$ cat src/rtl/irq_controller_if.sv
// Bundle of interrupt lines, controller handshake and status between irq_controller and the CPU control unit.
// The controller side uses the slave modport; the CPU/environment side uses master.
interface irq_controller_if #(
  parameter int N_SRC = 4,
  parameter int ID_W  = $clog2(N_SRC)
);
  logic [N_SRC-1:0] irq_src;
  logic [N_SRC-1:0] irq_mask;
  logic             ExtIAck;
  logic             ERet;
  logic             ExtIRQ;
  logic [ID_W-1:0]  IrqId;
  logic [N_SRC-1:0] IrqPending;
  logic             InService;

  modport master (
    output irq_src, irq_mask, ExtIAck, ERet,
    input  ExtIRQ, IrqId, IrqPending, InService
  );

  modport slave (
    input  irq_src, irq_mask, ExtIAck, ERet,
    output ExtIRQ, IrqId, IrqPending, InService
  );
endinterface

$ cat src/rtl/irq_controller.sv
// External interrupt front-end: synchronize, latch pending, mask, prioritize, and hand one request to the CPU.
// Define IRQ_LEVEL_EN for level-sensitive pending bits instead of rising-edge latching.
module irq_controller #(
  parameter int N_SRC       = 4,
  parameter int SYNC_STAGES = 2,
  parameter int ID_W        = $clog2(N_SRC)
) (
  input  logic clk,
  input  logic reset,
  irq_controller_if.slave bus
);

  typedef enum logic [1:0] {IDLE, REQ, SERVICE} state_t;

  state_t           state;
  state_t           state_next;
  logic [N_SRC-1:0] sync_q [SYNC_STAGES];
  logic [N_SRC-1:0] sync_last;
  logic [N_SRC-1:0] pending;
  logic [N_SRC-1:0] eligible;
  logic [ID_W-1:0]  irq_id;
  logic [ID_W-1:0]  lowest_id;
  logic             ext_irq;
  logic             in_service;

  always_ff @(posedge clk or negedge reset) begin
    if (!reset) begin
      for (int s = 0; s < SYNC_STAGES; s++) sync_q[s] <= '0;
    end else begin
      sync_q[0] <= bus.irq_src;
      for (int s = 1; s < SYNC_STAGES; s++) sync_q[s] <= sync_q[s-1];
    end
  end

  assign sync_last = sync_q[SYNC_STAGES-1];

`ifdef IRQ_LEVEL_EN
  assign pending = sync_last;
`else
  logic [N_SRC-1:0]   sync_prev;
  logic [N_SRC-1:0]   edge_det;
  logic [N_SRC-1:0]   ack_clr;
  logic [SYNC_STAGES:0] warm;

  // Edges stay masked until the synchronizer and sync_prev hold real line levels,
  // so a line already high when reset releases is not mistaken for a new edge.
  always_ff @(posedge clk or negedge reset) begin
    if (!reset) begin
      sync_prev <= '0;
      warm      <= '0;
      pending   <= '0;
    end else begin
      sync_prev <= sync_last;
      warm      <= {warm[SYNC_STAGES-1:0], 1'b1};
      pending   <= (pending & ~ack_clr) | edge_det;
    end
  end

  assign edge_det = warm[SYNC_STAGES] ? (sync_last & ~sync_prev) : '0;
  assign ack_clr  = (state == REQ && bus.ExtIAck) ? (N_SRC'(1) << irq_id) : '0;
`endif

  assign eligible = pending & bus.irq_mask;

  always_comb begin
    lowest_id = '0;
    for (int i = N_SRC - 1; i >= 0; i--) begin
      if (eligible[i]) lowest_id = ID_W'(i);
    end
  end

  always_ff @(posedge clk or negedge reset) begin
    if (!reset) begin
      state  <= IDLE;
      irq_id <= '0;
    end else begin
      state <= state_next;
      if (state == IDLE && |eligible) irq_id <= lowest_id;
    end
  end

  always_comb begin
    state_next = state;
    case (state)
      IDLE:    if (|eligible)    state_next = REQ;
      REQ:     if (bus.ExtIAck)  state_next = SERVICE;
      SERVICE: if (bus.ERet)     state_next = IDLE;
      default:                   state_next = IDLE;
    endcase
  end

  always_comb begin
    ext_irq    = 1'b0;
    in_service = 1'b0;
    case (state)
      REQ:     ext_irq    = 1'b1;
      SERVICE: in_service = 1'b1;
      default: ;
    endcase
  end

  assign bus.ExtIRQ     = ext_irq;
  assign bus.InService  = in_service;
  assign bus.IrqId      = irq_id;
  assign bus.IrqPending = pending;

endmodule

$ cat src/flat_wrapper.sv
// flat-port wrapper written by rule: the top's interface ports become plain ports
module irq_controller_flat 
#(
  parameter int N_SRC       = 4,
  parameter int SYNC_STAGES = 2,
  parameter int ID_W        = $clog2(N_SRC)
)
  (clk, reset, bus_irq_src, bus_irq_mask, bus_ExtIAck, bus_ERet, bus_ExtIRQ, bus_IrqId, bus_IrqPending, bus_InService);
  irq_controller_if #(.N_SRC(N_SRC), .ID_W(ID_W)) bus_i ();
  input  logic clk;
  input  logic reset;
  input wire logic [$bits(bus_i.irq_src)-1:0] bus_irq_src;
  input wire logic [$bits(bus_i.irq_mask)-1:0] bus_irq_mask;
  input wire logic [$bits(bus_i.ExtIAck)-1:0] bus_ExtIAck;
  input wire logic [$bits(bus_i.ERet)-1:0] bus_ERet;
  output wire logic [$bits(bus_i.ExtIRQ)-1:0] bus_ExtIRQ;
  output wire logic [$bits(bus_i.IrqId)-1:0] bus_IrqId;
  output wire logic [$bits(bus_i.IrqPending)-1:0] bus_IrqPending;
  output wire logic [$bits(bus_i.InService)-1:0] bus_InService;
  assign bus_i.irq_src = bus_irq_src;
  assign bus_i.irq_mask = bus_irq_mask;
  assign bus_i.ExtIAck = bus_ExtIAck;
  assign bus_i.ERet = bus_ERet;
  assign bus_ExtIRQ = bus_i.ExtIRQ;
  assign bus_IrqId = bus_i.IrqId;
  assign bus_IrqPending = bus_i.IrqPending;
  assign bus_InService = bus_i.InService;
  irq_controller #(.N_SRC(N_SRC), .SYNC_STAGES(SYNC_STAGES), .ID_W(ID_W)) u_core (.clk(clk), .reset(reset), .bus(bus_i));
endmodule
$ cat config.mk
export PLATFORM = sky130hd
export DESIGN_NAME = irq_controller_flat
export DESIGN_NICKNAME = d
export VERILOG_FILES = /design/src/rtl/irq_controller_if.sv /design/src/rtl/irq_controller.sv /design/src/flat_wrapper.sv
export SDC_FILE = /design/constraint.sdc
export NUM_CORES = 1
export LEC_CHECK = 0
export CORE_UTILIZATION = 41
export CTS_CLUSTER_DIAMETER = 80
export DETAILED_ROUTE_END_ITERATION = 8
export GPL_TIMING_DRIVEN = 0
export PLACE_DENSITY = 0.76
export SLEW_MARGIN = 10
export SYNTH_ARGS = -nofsm -noshare
export SYNTH_HDL_FRONTEND = slang
export SYNTH_SLANG_ARGS = --single-unit
$ cat constraint.sdc
create_clock -name clk -period 1.2 [get_ports clk]
set_input_delay 0.3 -clock clk [delete_from_list [all_inputs] [get_ports clk]]
set_output_delay 0.3 -clock clk [all_outputs]
set_load 0.03 [all_outputs]
==> results_tabular.tex <==
\begin{tabular}{lr}
\hline
Metric & Value \\
\hline
\multicolumn{2}{l}{\textbf{Status}} \\
Result of the run & finished with violations \\
Violations in the final reports & setup timing \\
\multicolumn{2}{l}{\textbf{Finish}} \\
Post-layout net count & 102 \\
Most common cell after layout, fill and taps aside & sky130\_fd\_sc\_hd\_\_dfrtp\_1 \\
Area Overhead vs Synth & 47.1\% \\
Multi-input gate area & 209 um2 \\
Antenna diode count & 0 \\
Final instance count without filler cells & 114 \\
Storage cell area & 578 um2 \\
Cell area after layout & 1140 um2 \\
Layout cell share with drive strength beyond 1 & 33.7\% \\
Commonest non-fill, non-tap cells in the layout & 21 x sky130\_fd\_sc\_hd\_\_dfrtp\_1, 10 x sky130\_fd\_sc\_hd\_\_clkdlybuf4s50\_1, 9 x sky130\_fd\_sc\_hd\_\_buf\_6, 9 x sky130\_fd\_sc\_hd\_\_buf\_4, 5 x sky130\_fd\_sc\_hd\_\_nand2\_1 \\
Fill cell count & 136 \\
\multicolumn{2}{l}{\textbf{Power}} \\
Power consumption & 2.68 mW \\
Maximum VDD drop & 1.31 mV \\
Power Density & 2360 nW/um2 \\
Pleak & 0.512 nW \\
\multicolumn{2}{l}{\textbf{Clock tree}} \\
TritonCTS clock tree & built \\
Clk\_lat worst skew & 290 ps \\
Deepest level of the CTS H-tree & 1 \\
CTS clk-pin slew, worst paths & 110 ps \\
Sinks on the clock net & 23 \\
Clock buffer count from CTS & 3 \\
Clock Tree Buf Depth & 2 \\
Root Buffer Master & sky130\_fd\_sc\_hd\_\_clkbuf\_4 \\
\multicolumn{2}{l}{\textbf{Global route}} \\
Congestion Overflow GR & 0 \\
Initial antenna violation count & 0 \\
First-pass GRT wire length & 2.40 mm \\
Vias in the first global route & 581 \\
Global router's overall resource usage & 17.2\% \\
Maximum number of pins on one net before global-route repair & 24 \\
\multicolumn{2}{l}{\textbf{Routing}} \\
Initial detailed-routing violation count & 5 \\
Post-DR wirelength/cell & 12.1 um \\
Vias after detailed routing & 532 \\
Total length of routed wires & 1.38 mm \\
First drt pass iteration count & 4 \\
Antenna Violating Nets Remaining & 0 \\
Number of DRC violations after detailed routing & 0 \\
Vias/cell & 4.67 \\
\multicolumn{2}{l}{\textbf{Timing}} \\
Endpoints failing hold & 0 \\
Actual transition at the worst max-transition pin & 964 ps \\
Fraction of the cycle the final worst path needs & 122\% \\
Final critical-path required period & 1460 ps \\
Maximum clock frequency & 684 MHz \\
Slew HR & 35.8\% \\
Final max-slew violation count & 0 \\
Final worst setup slack & -263 ps \\
Worst Skew & 7.05 ps \\
Worst hold slack across all endpoints & 258 ps \\
Setup repair after global routing missed its margin & yes \\
Final setup fails & 4 \\
\multicolumn{2}{l}{\textbf{Logic synthesis}} \\
Post-Syn Instances & 56 \\
Share of synthesized area occupied by flip-flops and latches & 74.4\% \\
Warnings, synthesis & 0 \\
Cell area after synthesis & 773 um2 \\
Synthesized area per cell & 13.8 um2 \\
Number of library cell types mapped by synthesis & 20 \\
Total nets after synthesis & 68 \\
Count of state elements after synthesis & 23 \\
\multicolumn{2}{l}{\textbf{Critical path}} \\
Startpoint of the worst-slack reg-to-reg timing path & u\_core.state[1] \\
Reg-to-Reg End & u\_core.bus.IrqPending[1] \\
Critical Path Fanout Max & 4 \\
Data required, critical path & 900 ps \\
Worst Setup Path Type & reg2out \\
Reg2Reg Depth & 4 \\
WP data arrival & 1160 ps \\
Setup slack of the most critical reg-to-reg path & -190 ps \\
Worst setup SP type & register \\
Crit end category & output port \\
\multicolumn{2}{l}{\textbf{Hold path}} \\
Hold Path Class & in2async \\
\multicolumn{2}{l}{\textbf{Floorplan}} \\
Die Outline Area & 2060 um2 \\
Die outline width & 45.4 um \\
Core box area & 1750 um2 \\
Cell Rows & 15 \\
Number of top-level pins & 20 \\
Y dimension of the die & 45.4 um \\
Effective utilization at floorplan & 44.3\% \\
\multicolumn{2}{l}{\textbf{Flow run}} \\
Maxcap violations & 0 \\
\multicolumn{2}{l}{\textbf{Placement}} \\
Post-placement cell count & 100 \\
Post-DP HPWL & 949 um \\
Post-placement setup slack & -542 ps \\
Placed cell areas & 997 um2 \\
Gpl congestion & 0.734 \\
Number of I/O port buffers & 19 \\
\hline
\end{tabular}
## critical path, stage by stage (launching register included)
cell                      delay (ps)
sky130_fd_sc_hd__dfrtp_1         410
sky130_fd_sc_hd__or2b_4          290
sky130_fd_sc_hd__inv_2            50
sky130_fd_sc_hd__buf_6           120
## worst max-delay path by stage
| stage | from | end | slack (ps) | cells past startpoint |
|---|---|---|---|---|
| 3_5_place_dp | u_core.state[0] | bus_InService | -540 | 3 |
| 6_report | u_core.state[1] | bus_InService | -260 | 3 |
| 4_1_cts | u_core.state[0] | bus_InService | -260 | 3 |
| 3_3_place_gp | u_core.state[0] | bus_InService | -520 | 3 |
| 5_1_grt | u_core.state[1] | bus_InService | -330 | 3 |
| 2_1_floorplan | u_core.state[0] | bus_InService | 7 | 2 |
## cell families (layout without fill, tap and decap cells)
kind of cell,after synthesis,in the layout,synth area share (%)
compound gates,12,12,10.7
mux,1,1,1.29
simple gates,15,15,11.2
other cells,1,1,0.485
buf+inv,4,37,1.94
flops,23,23,74.4
## repair_timing
item,CTS,global route
buffers inserted,10,0
pin swaps,1,1
gates resized for setup,59,10
endpoints found under the hold margin,0,0
setup endpoints to repair,11,14
hold buffers,0,0
## layout make-up
class | count | share of cell area, %
clock buffers | 4 | 2.31
inverters | 4 | 1.32
multi-input cells | 29 | 18.4
flip-flops and latches | 23 | 50.8
well taps | 25 | 2.75
repair buffers | 29 | 24.4
## registers in the layout, summed over array words and instances (netlist names)
signal	count
u_core.sync_prev	4
u_core.bus.IrqPending	4
u_core.sync_q	4
u_core.bus.IrqId	2
u_core.state	2
u_core.sync_last	4
u_core.warm	3
## cell usage after synthesis
library cell | instances | area (um2)
sky130_fd_sc_hd__conb_1 | 1 | 3.75
sky130_fd_sc_hd__or2b_2 | 1 | 8.76
sky130_fd_sc_hd__nand2_1 | 6 | 22.5
sky130_fd_sc_hd__o21ai_0 | 4 | 20.0
sky130_fd_sc_hd__nand3b_1 | 3 | 22.5
sky130_fd_sc_hd__and2b_2 | 1 | 8.76
sky130_fd_sc_hd__o31ai_1 | 1 | 7.51
sky130_fd_sc_hd__or3_1 | 1 | 6.26
sky130_fd_sc_hd__inv_1 | 4 | 15.0
sky130_fd_sc_hd__mux2i_1 | 1 | 10.0
sky130_fd_sc_hd__a2bb2oi_1 | 1 | 8.76
sky130_fd_sc_hd__a21oi_1 | 2 | 10.0
sky130_fd_sc_hd__nor3_1 | 1 | 5.00
sky130_fd_sc_hd__a31o_2 | 1 | 8.76
sky130_fd_sc_hd__a22oi_1 | 1 | 7.51
sky130_fd_sc_hd__a221o_1 | 1 | 10.0
sky130_fd_sc_hd__nand4b_1 | 1 | 8.76
sky130_fd_sc_hd__nor2_1 | 1 | 3.75
sky130_fd_sc_hd__dfrtp_1 | 23 | 576
sky130_fd_sc_hd__a32o_1 | 1 | 10.0
## metrics by stage
stage	utilization (%)	TNS, ps
2_1_floorplan	-	0
3_3_place_gp	57.1	-9770
3_5_place_dp	57.1	-10940
4_1_cts	63.9	-640
5_1_grt	65.2	-1130
6_report	65.2	-689
## per-layer routing
layer  track usage, %  vias up  wire, um
li1                 -      257         -
met1             20.3      251       576
met2             29.1       22       710
met3             3.97        2        80
met4             8.48        0        17
met5                0        -         0
## where the power goes
| part | internal (mW) | switching (mW) | leakage, nW | total [mW] |
|---|---|---|---|---|
| logic | 0.663 | 0.627 | 0.235 | 1.29 |
| registers | 0.930 | 0.133 | 0.262 | 1.06 |
| clock network | 0.129 | 0.198 | 0.0150 | 0.327 |
Note: power is estimated with default switching activity, not from simulation.
